[src/rtl/i2c_pkg.sv]
// Shared types and constants for the I2C target controller.
package i2c_pkg;

   typedef enum logic [2:0] {
      IDLE,
      ADDR,
      ADDR_ACK,
      RX,
      RX_ACK,
      TX,
      TX_ACK
   } state_t;

   localparam logic [6:0] GEN_CALL_ADDR = 7'h00;

   // Masked address compare: mask bits set to 1 are ignored.
   function automatic logic addr_match(input logic [6:0] addr,
                                       input logic [6:0] own,
                                       input logic [6:0] mask);
      return ((addr ^ own) & ~mask) == 7'd0;
   endfunction

endpackage

[src/rtl/i2c_glitch_filter.sv]
// Pad input conditioning: synchroniser chain followed by a stable-level filter.
// The output level follows the synchronised input only after it has held a
// new value for FILT_LEN consecutive clocks; shorter pulses are swallowed.
module i2c_glitch_filter #(
   parameter int SYNC_STAGES = 2,
   parameter int FILT_LEN    = 4
) (
   input  logic clk,
   input  logic rst,
   input  logic din,
   output logic dout
);

   logic [SYNC_STAGES-1:0] sync_q;
   logic [3:0]             stable_cnt;
   logic                   sync_lvl;

   assign sync_lvl = sync_q[SYNC_STAGES-1];

   // Bring the raw pad into the clock domain; an idle bus reads high.
   always_ff @(posedge clk or posedge rst) begin
      if (rst) begin
         sync_q <= '1;
      end else begin
         sync_q <= {sync_q[SYNC_STAGES-2:0], din};
      end
   end

   // Count how long the synchronised level has disagreed with the output.
   always_ff @(posedge clk or posedge rst) begin
      if (rst) begin
         dout       <= 1'b1;
         stable_cnt <= '0;
      end else if (sync_lvl == dout) begin
         stable_cnt <= '0;
      end else if (stable_cnt == 4'(FILT_LEN - 1)) begin
         dout       <= sync_lvl;
         stable_cnt <= '0;
      end else begin
         stable_cnt <= stable_cnt + 4'd1;
      end
   end

endmodule

[src/rtl/i2c_slave_ctrl.sv]
// I2C target controller with glitch filtering, masked address match,
// repeated-START support, valid/ready byte handshakes and clock stretching.
// Optional feature macro: I2C_SLAVE_GEN_CALL_EN (general call address 0x00
// with write is acknowledged and flagged on the gen_call output).
module i2c_slave_ctrl
   import i2c_pkg::*;
#(
   parameter int FILT_LEN    = 4,
   parameter int SYNC_STAGES = 2
) (
   input  logic       clk,
   input  logic       rst,
   input  logic       scl_i,
   input  logic       sda_i,
   output logic       scl_o,
   output logic       sda_o,
   input  logic       en,
   input  logic [6:0] own_addr,
   input  logic [6:0] addr_mask,
   input  logic [7:0] tx_data,
   input  logic       tx_valid,
   output logic       tx_ready,
   output logic [7:0] rx_data,
   output logic       rx_valid,
   input  logic       rx_ready,
   output logic       rw,
   output logic       busy,
   output logic       sta,
   output logic       sto,
   output logic       nack
`ifdef I2C_SLAVE_GEN_CALL_EN
   ,
   output logic       gen_call
`endif
);

   logic       scl_f, sda_f;
   logic       scl_d, sda_d;
   logic       scl_rise, scl_fall;
   logic       start_c, stop_c;
   logic       addr_hit;
   state_t     state;
   logic [7:0] sr;
   logic [3:0] bit_cnt;
   logic       tx_loaded;
   logic       ack_n;

   i2c_glitch_filter #(
      .SYNC_STAGES (SYNC_STAGES),
      .FILT_LEN    (FILT_LEN)
   ) u_scl_filt (
      .clk  (clk),
      .rst  (rst),
      .din  (scl_i),
      .dout (scl_f)
   );

   i2c_glitch_filter #(
      .SYNC_STAGES (SYNC_STAGES),
      .FILT_LEN    (FILT_LEN)
   ) u_sda_filt (
      .clk  (clk),
      .rst  (rst),
      .din  (sda_i),
      .dout (sda_f)
   );

   assign scl_rise = scl_f & ~scl_d;
   assign scl_fall = ~scl_f & scl_d;
   assign start_c  = ~sda_f & sda_d & scl_f;
   assign stop_c   = sda_f & ~sda_d & scl_f;

`ifdef I2C_SLAVE_GEN_CALL_EN
   logic gc_hit;
   assign gc_hit   = (sr == {GEN_CALL_ADDR, 1'b0});
   assign addr_hit = addr_match(sr[7:1], own_addr, addr_mask) | gc_hit;
`else
   assign addr_hit = addr_match(sr[7:1], own_addr, addr_mask);
`endif

   // Previous filtered levels, used to find SCL/SDA edges.
   always_ff @(posedge clk or posedge rst) begin
      if (rst) begin
         scl_d <= 1'b1;
         sda_d <= 1'b1;
      end else begin
         scl_d <= scl_f;
         sda_d <= sda_f;
      end
   end

   // Protocol state machine; every output is a register updated here.
   always_ff @(posedge clk or posedge rst) begin
      if (rst) begin
         state     <= IDLE;
         scl_o     <= 1'b1;
         sda_o     <= 1'b1;
         tx_ready  <= 1'b0;
         rx_data   <= 8'h00;
         rx_valid  <= 1'b0;
         rw        <= 1'b0;
         busy      <= 1'b0;
         sta       <= 1'b0;
         sto       <= 1'b0;
         nack      <= 1'b0;
         sr        <= 8'h00;
         bit_cnt   <= 4'd0;
         tx_loaded <= 1'b0;
         ack_n     <= 1'b1;
`ifdef I2C_SLAVE_GEN_CALL_EN
         gen_call  <= 1'b0;
`endif
      end else begin
         sta      <= 1'b0;
         sto      <= 1'b0;
         nack     <= 1'b0;
         tx_ready <= 1'b0;
         if (rx_valid && rx_ready) begin
            rx_valid <= 1'b0;
         end

         if (!en) begin
            state <= IDLE;
            scl_o <= 1'b1;
            sda_o <= 1'b1;
            busy  <= 1'b0;
         end else if (stop_c) begin
            sto   <= 1'b1;
            busy  <= 1'b0;
            state <= IDLE;
            scl_o <= 1'b1;
            sda_o <= 1'b1;
`ifdef I2C_SLAVE_GEN_CALL_EN
            gen_call <= 1'b0;
`endif
         end else if (start_c) begin
            sta     <= 1'b1;
            busy    <= 1'b1;
            state   <= ADDR;
            bit_cnt <= 4'd0;
            scl_o   <= 1'b1;
            sda_o   <= 1'b1;
         end else begin
            case (state)
               IDLE: begin
                  scl_o <= 1'b1;
                  sda_o <= 1'b1;
               end

               ADDR: begin
                  if (scl_rise && bit_cnt != 4'd8) begin
                     sr      <= {sr[6:0], sda_f};
                     bit_cnt <= bit_cnt + 4'd1;
                  end
                  if (scl_fall && bit_cnt == 4'd8) begin
                     bit_cnt <= 4'd0;
                     if (addr_hit) begin
                        rw    <= sr[0];
                        sda_o <= 1'b0;
                        state <= ADDR_ACK;
`ifdef I2C_SLAVE_GEN_CALL_EN
                        if (gc_hit) begin
                           gen_call <= 1'b1;
                        end
`endif
                     end else begin
                        state <= IDLE;
                     end
                  end
               end

               ADDR_ACK: begin
                  if (scl_fall) begin
                     bit_cnt <= 4'd0;
                     if (rw) begin
                        state <= TX;
                        if (tx_valid) begin
                           sr        <= tx_data;
                           sda_o     <= tx_data[7];
                           tx_ready  <= 1'b1;
                           tx_loaded <= 1'b1;
                        end else begin
                           sda_o     <= 1'b1;
                           scl_o     <= 1'b0;
                           tx_loaded <= 1'b0;
                        end
                     end else begin
                        state <= RX;
                        sda_o <= 1'b1;
                     end
                  end
               end

               RX: begin
                  if (scl_rise && bit_cnt != 4'd8) begin
                     sr      <= {sr[6:0], sda_f};
                     bit_cnt <= bit_cnt + 4'd1;
                  end
                  if (bit_cnt == 4'd8 && (scl_fall || !scl_o)) begin
                     if (!rx_valid || rx_ready) begin
                        rx_data  <= sr;
                        rx_valid <= 1'b1;
                        sda_o    <= 1'b0;
                        bit_cnt  <= 4'd0;
                        state    <= RX_ACK;
                     end else begin
                        scl_o <= 1'b0;
                     end
                  end
               end

               RX_ACK: begin
                  if (!scl_o) begin
                     scl_o <= 1'b1;
                  end
                  if (scl_fall) begin
                     sda_o <= 1'b1;
                     state <= RX;
                  end
               end

               TX: begin
                  if (!tx_loaded) begin
                     if (tx_valid) begin
                        sr        <= tx_data;
                        sda_o     <= tx_data[7];
                        tx_ready  <= 1'b1;
                        tx_loaded <= 1'b1;
                     end
                  end else begin
                     if (tx_ready) begin
                        scl_o <= 1'b1;
                     end
                     if (scl_fall) begin
                        if (bit_cnt == 4'd7) begin
                           bit_cnt <= 4'd0;
                           sda_o   <= 1'b1;
                           state   <= TX_ACK;
                        end else begin
                           sr      <= {sr[6:0], 1'b0};
                           sda_o   <= sr[6];
                           bit_cnt <= bit_cnt + 4'd1;
                        end
                     end
                  end
               end

               TX_ACK: begin
                  if (scl_rise) begin
                     ack_n <= sda_f;
                  end
                  if (scl_fall) begin
                     bit_cnt <= 4'd0;
                     if (!ack_n) begin
                        state <= TX;
                        if (tx_valid) begin
                           sr        <= tx_data;
                           sda_o     <= tx_data[7];
                           tx_ready  <= 1'b1;
                           tx_loaded <= 1'b1;
                        end else begin
                           sda_o     <= 1'b1;
                           scl_o     <= 1'b0;
                           tx_loaded <= 1'b0;
                        end
                     end else begin
                        nack  <= 1'b1;
                        state <= IDLE;
                     end
                  end
               end

               default: begin
                  state <= IDLE;
               end
            endcase
         end
      end
   end

endmodule

[config.mk]
export PLATFORM = sky130hd
export DESIGN_NAME = i2c_slave_ctrl
export DESIGN_NICKNAME = d
export VERILOG_FILES = /design/src/rtl/i2c_pkg.sv /design/src/rtl/i2c_glitch_filter.sv /design/src/rtl/i2c_slave_ctrl.sv
export SDC_FILE = /design/constraint.sdc
export NUM_CORES = 1
export LEC_CHECK = 0
export ABC_AREA = 1
export CAP_MARGIN = 10
export CELL_PAD_IN_SITES_DETAIL_PLACEMENT = 0
export CELL_PAD_IN_SITES_GLOBAL_PLACEMENT = 2
export CORE_UTILIZATION = 31
export DETAILED_ROUTE_END_ITERATION = 7
export GPL_TIMING_DRIVEN = 0
export PLACE_DENSITY = 0.87
export SYNTH_ARGS = -nofsm -noshare
export SYNTH_HDL_FRONTEND = slang
export SYNTH_HIERARCHICAL = 1
export SYNTH_SLANG_ARGS = --single-unit
export TNS_END_PERCENT = 100
[constraint.sdc]
create_clock -name clk -period 2.56 [get_ports clk]
set_clock_uncertainty 0.2 [all_clocks]
set_input_delay 0.512 -clock clk [delete_from_list [all_inputs] [get_ports clk]]
set_output_delay 0.512 -clock clk [all_outputs]
set_load 0.005 [all_outputs]
==> out/metrics.csv, run 1 <==
metric;value;unit
synth-simple-area-share;34.5;%
cp.required;2.57;ns
outcome;complete, no violations;
ys_seq_area_share;39.9;%
crit_path_start_kind;flop;
hold_viol;0;
cts_inserted_buffers;5;
tightest_slew;0.801;ns
cts_tree;yes;
area_growth;22.2;%
first_global_vias;2802;
cp_max_fo;10;
fmax;455;MHz
dr.pass1.iters;4;
synthAdderAreaFrac;1.58;%
multi_input_area;0.00158;mm2
cp.arrival;2.21;ns
die_area;0.0106;mm2
cellPowerDensity;627;mW/mm2
rows;36;
ant_nets;0;
hold_ws;0.163;ns
cts_sinks;50;
clk_pin_slew_worst_paths;0.11;ns
drt_wl_total;8080;um
synthesis.nets;471;
synthMuxAreaShare;0;%
vias_per_cell;4.54;
ioPinCount;46;
setup_viol;0;
synth_top_area_share;30.8;%
postCtsSetupRepairBufs;0;
drc;0;
clockRootBuffer;clkbuf_8;
grt_pass1_wl;13600;um
yosys_warnings;6;
hp-class;flop to flop;
gr-total-overflow;0;
synth-xor-area-share;1.38;%
synth_cell_type_count;41;
crit_type;flop to flop;
wl_per_cell;13.0;um
grt_setup_unrepaired;false;
clock_latency;0.32;ns
layout.nets;522;
synth-seq-cells;50;
power_leakage;1.83;nW
floorplan.die.width;103;um
setup_tns;0;ns
cts.path.max_buffers;2;
synth_top_family_by_area;simple AND/OR/NAND/NOR gates;
async_flop_share;100;%
yosysMostFrequentCell;nand2_1;
drt_iter0_markers;159;
coreArea;0.00986;mm2
netlist_instances;438;
cts-hold-fix-buffers;0;
synth-edff-count;0;
syn_area_per_cell;7.24;um2
antenna_found_initial;0;
hold_depth;0;
final.min_clock_period;2.20;ns
finalCritPeriodShare;85.8;%
end_kind;flop;
grt_max_degree;37;
synthTopCellsByArea;dfrtp_1, nand2_1, dfstp_2;
fill_cells;1024;
netlist_area;0.00317;mm2
num_antenna_cells;0;
hpwl;6250;um
vias;2826;
initial_utilization;32.2;%
numPortBuffers;44;
final_layout_size_suffix_gt1_share;14.7;%
htree_levels;2;
synth_flop_cell;dfrtp_1;
grt_util_all_layers;16.8;%
die_y;103;um
r2r_cells;8;
seq_area;0.00126;mm2
synth_compound_area_share;12.5;%
maxCapViolCount;0;
finalMaxSlewViolations;0;
relSlewSlack;46.5;%
routabilityCongestion;0.851;
vdd_drop_max;0.297;mV
cts_repair_resize_count;0;
synth_top_area_cell;dfrtp_1;
ys_top_cells_by_count;nand2_1, inv_1, dfrtp_1;
[per-stage QoR]
stage          setup WS (ns)  instance area (um2)  cells  power (mW)  util, %
2_1_floorplan          0.788                 3170    438        1.68        -
3_5_place_dp           0.119                 3780    615        1.94     38.3
3_3_place_gp         -0.0209                 3780    615        1.93     38.3
4_1_cts                0.358                 3880    623        2.47     39.3
5_1_grt                0.229                 3880    623        2.64     39.3
6_report               0.364                 3880    623        2.43     39.3
[registers in the layout (all words and copies together) (netlist names), 2 cells and up]
| signal | count |
|---|---|
| bit_cnt | 4 |
| rx_data | 8 |
| sr | 8 |
| state | 3 |
| u_scl_filt/stable_cnt | 4 |
| u_scl_filt/sync_q | 2 |
| u_sda_filt/stable_cnt | 4 |
| u_sda_filt/sync_q | 2 |
[path summary, 6_finish.rpt]
kind / startpoint / end / slack (ns)
setup / recovery: u_sda_filt/dout / rx_data[5] / 0.36
hold / removal: u_scl_filt/sync_q[0] / u_scl_filt/sync_q[1] / 0.16
setup reg to reg: u_sda_filt/dout / rx_data[5] / 0.36
hold reg to reg: u_scl_filt/sync_q[0] / u_scl_filt/sync_q[1] / 0.16
max in group asynchronous: rst / state[0] / 1.14
min in group asynchronous: rst / u_sda_filt/stable_cnt[0] / 0.28
[layout by cell type, fill, tap and decap left out, types with 2 or more instances in the layout]
| cell type | n |
|---|---|
| nand4_1 | 5 |
| nand3_1 | 26 |
| xnor2_1 | 3 |
| o21bai_1 | 3 |
| o21ai_2 | 9 |
| inv_2 | 6 |
| nand3b_1 | 2 |
| nand3_2 | 6 |
| o21ai_0 | 9 |
| xor2_1 | 2 |
| buf_4 | 2 |
| nand2_2 | 3 |
| clkbuf_8 | 5 |
| clkdlybuf4s50_1 | 44 |
| a21oi_1 | 18 |
| nor2_4 | 3 |
| o21ai_1 | 21 |
| nor3_2 | 2 |
| buf_2 | 2 |
| ha_1 | 4 |
| nor2_2 | 12 |
| dfstp_2 | 11 |
| inv_1 | 62 |
| nand2_1 | 130 |
| buf_6 | 3 |
| dfrtp_1 | 39 |
| nor3_1 | 2 |
| nor2_1 | 38 |
[where the power goes]
| group | leakage, nW | internal [mW] | switching [mW] |
|---|---|---|---|
| registers | 0.641 | 0.944 | 0.146 |
| logic | 1.14 | 0.313 | 0.511 |
| clock network | 0.0506 | 0.205 | 0.310 |
[area by class of cell]
| type | count | area share, % |
|---|---|---|
| clock buffer | 5 | 1.77 |
| clock inverter | 3 | 0.742 |
| sequential | 50 | 32.6 |
| tap | 133 | 4.29 |
| multi-input combinational | 311 | 40.9 |
| buffer | 8 | 1.61 |
| inverter | 69 | 6.74 |
| timing repair buffer | 44 | 11.4 |
[critical path, stage by stage, from the launching register on]
cell and delay, ns:
dfstp_2 0.60, inv_1 0.11, nand3_2 0.13, nand2_1 0.08, nor2_2 0.24, nand4_2 0.29, buf_2 0.30, nand2_1 0.07
o21ai_1 0.06
[metal layers]
layer	share of wire, %	up-vias	routed length (um)	GRT usage (%)
li1	-	1483	-	-
met1	48	1285	3870	23.1
met2	47	49	3810	27.3
met3	3.8	9	307	2.89
met4	1.2	0	93	4.23
met5	0	-	0	0
[cell families (layout without fill, tap and decap cells)]
logic type               count (synthesis)  after routing
AND/OR/NAND/NOR                        235            235
flip-flops                              50             50
adder cells (fa/ha/maj)                  4              4
XOR/XNOR                                 5              5
AO/OA/AOI/OAI                           67             67
buffers and inverters                   77            129
(Power assumes the default switching activity.)
==> run 2: changes to the inputs <==
--- a/config.mk
+++ b/config.mk
@@ -9,10 +9,11 @@
 export CAP_MARGIN = 10
 export CELL_PAD_IN_SITES_DETAIL_PLACEMENT = 0
 export CELL_PAD_IN_SITES_GLOBAL_PLACEMENT = 2
-export CORE_UTILIZATION = 31
+export CORE_UTILIZATION = 29
+export CTS_BUF_LIST = sky130_fd_sc_hd__clkbuf_4
 export DETAILED_ROUTE_END_ITERATION = 7
 export GPL_TIMING_DRIVEN = 0
-export PLACE_DENSITY = 0.87
+export PLACE_DENSITY = 0.86
 export SYNTH_ARGS = -nofsm -noshare
 export SYNTH_HDL_FRONTEND = slang
 export SYNTH_HIERARCHICAL = 1
==> constraint.sdc (replaced) <==
create_clock -name clk -period 1.9 [get_ports clk]
set_clock_uncertainty 0.2 [all_clocks]
set_input_delay 0.19 -clock clk [delete_from_list [all_inputs] [get_ports clk]]
set_output_delay 0.19 -clock clk [all_outputs]
set_load 0.005 [all_outputs]
==> out/metrics.csv, run 2 (synthesized netlist as in run 1, its figures left out) <==
metric;value;unit;change
outcome;complete, no violations;;unchanged
drc;0;;unchanged
cts_tree;yes;;unchanged
clock_latency;0.39;ns;was 0.32 ns
initial_utilization;30.3;%;was 32.2%
hold_viol;0;;unchanged
finalCritPeriodShare;99.0;%;was 85.8%
hp-class;primary input to flop;;was flop to flop
vias_per_cell;4.62;;was 4.54
die_y;107;um;was 103 um
gr-total-overflow;0;;unchanged
relSlewSlack;45.6;%;was 46.5%
vias;3006;;was 2826
clk_pin_slew_worst_paths;0.18;ns;was 0.11 ns
power_leakage;2.00;nW;was 1.83 nW
antenna_found_initial;0;;unchanged
htree_levels;2;;unchanged
cp.arrival;1.99;ns;was 2.21 ns
rows;37;;was 36
final_cell_area;0.00433;mm2;was 0.00388 mm2
wl_per_cell;13.3;um;was 13.0 um
finalMaxSlewViolations;0;;unchanged
final_layout_size_suffix_gt1_share;26.0;%;was 14.7%
vdd_drop_max;0.437;mV;was 0.297 mV
cp.required;2.01;ns;was 2.57 ns
drt_wl_total;8650;um;was 8080 um
area_growth;36.4;%;was 22.2%
dr.pass1.iters;4;;unchanged
grt_pass1_wl;14100;um;was 13600 um
maxCapViolCount;0;;unchanged
cellPowerDensity;824;mW/mm2;was 627 mW/mm2
top_regs;rx_data: 8 flops, sr: 8 flops;;unchanged
post_dp_cell_area;0.00378;mm2;about the same
hold_ws;0.0728;ns;was 0.163 ns
grt_util_all_layers;15.8;%;was 16.8%
placed_cells;618;;was 615
ioPinCount;46;;unchanged
ant_nets;0;;unchanged
hpwl;6330;um;was 6250 um
setup_viol;0;;unchanged
floorplan.die.width;107;um;was 103 um
die_area;0.0114;mm2;was 0.0106 mm2
coreArea;0.0105;mm2;was 0.00986 mm2
setup_tns;0;ns;unchanged
clockRootBuffer;clkbuf_4;;was clkbuf_8
num_antenna_cells;0;;unchanged
cts.path.max_buffers;2;;unchanged
cts_sinks;50;;unchanged
first_global_vias;2836;;was 2802
layout_common_cells;nand2_1, inv_1, clkdlybuf4s50_1;;unchanged
grt_max_degree;37;;unchanged
crit_type;flop to flop;;unchanged
grt_setup_unrepaired;true;;was false
numPortBuffers;44;;unchanged
fmax;532;MHz;was 455 MHz
final.min_clock_period;1.88;ns;was 2.20 ns
cts_inserted_buffers;5;;unchanged
cp_max_fo;5;;was 10
crit_path_start_kind;flop;;unchanged
routabilityCongestion;0.949;;was 0.851
end_kind;flop;;unchanged
final_common_cell;nand2_1;;unchanged
drt_iter0_markers;178;;was 159
tightest_slew;0.816;ns;was 0.801 ns
layout.nets;547;;was 522
final_cells;651;;was 623
run 2: cell types whose count changed in the layout (fill, tap and decap cells not counted), sizes merged:
| cell | previous run | this run |
|---|---|---|
| dlygate4sd3 | 0 | 3 |
| buf | 8 | 30 |
| clkinv | 1 | 2 |
| inv | 71 | 70 |
run 2: repair_timing:
item / in CTS / in global routing
setup buffers: 9 / 12
resized for setup: 27 / 51
pin swaps: 3 / 19
cloned: 1 / 0
endpoints found under the hold margin: 10 / 0
hold buffers: 3 / 0
endpoints found under the setup margin: 26 / 28
run 2: metal layers:
| metal | global-route usage (%) | wire length, um |
|---|---|---|
| met1 | 22.3 | 4230 |
| met2 | 25.0 | 4020 |
| met5 | 0 | 0 |
| met4 | 5.09 | 116 |
| met3 | 2.13 | 286 |
run 2: final cells by class:
class / instances / area, um2
Tap cell: 136 / 170
Clock buffer: 5 / 37.5
Inverter: 69 / 267
Clock inverter: 3 / 28.8
Fill cell: 1129 / 6130
Timing Repair Buffer: 69 / 644
Multi-Input combinational cell: 311 / 1840
Buffer: 8 / 72.6
Sequential cell: 50 / 1270
run 2: worst paths after layout:
check / end / startpoint / cells past startpoint / slack (ns)
worst max-delay path: rw / u_sda_filt/dout / 10 / 0.02
worst min-delay path: tx_loaded / tx_valid / 5 / 0.07
worst max register to register: rw / u_sda_filt/dout / 10 / 0.02
worst min register to register: u_scl_filt/sync_q[1] / u_scl_filt/sync_q[0] / 0 / 0.17
max in group asynchronous: state[2] / rst / 3 / 0.30
min in group asynchronous: u_scl_filt/stable_cnt[2] / rst / 3 / 0.42
run 2: metrics by stage:
stage / power [mW] / setup WS [ns] / util, %
2_1_floorplan: 2.27 / 0.128 / -
3_3_place_gp: 2.61 / -0.303 / 36.2
3_5_place_dp: 2.63 / -0.284 / 36.2
4_1_cts: 3.38 / -0.00759 / 38.8
5_1_grt: 3.84 / -0.0805 / 41.4
6_report: 3.57 / 0.0188 / 41.4
run 2: power breakdown:
part           switching (mW)  total [mW]  leakage (nW)  internal (mW)
Combinational           0.899        1.52          1.33          0.616
Sequential              0.208        1.48         0.640           1.27
Clock                   0.412       0.572        0.0373          0.159
run 2: critical path, cell delays in order, from the launching register on:
cell	delay [ns]
dfstp_2	0.62
inv_4	0.05
nand3_4	0.07
nand2_4	0.05
nor2_4	0.19
buf_6	0.19
nand2_4	0.06
nor2_4	0.11
nand3_2	0.08
o21ai_2	0.13
inv_1	0.05
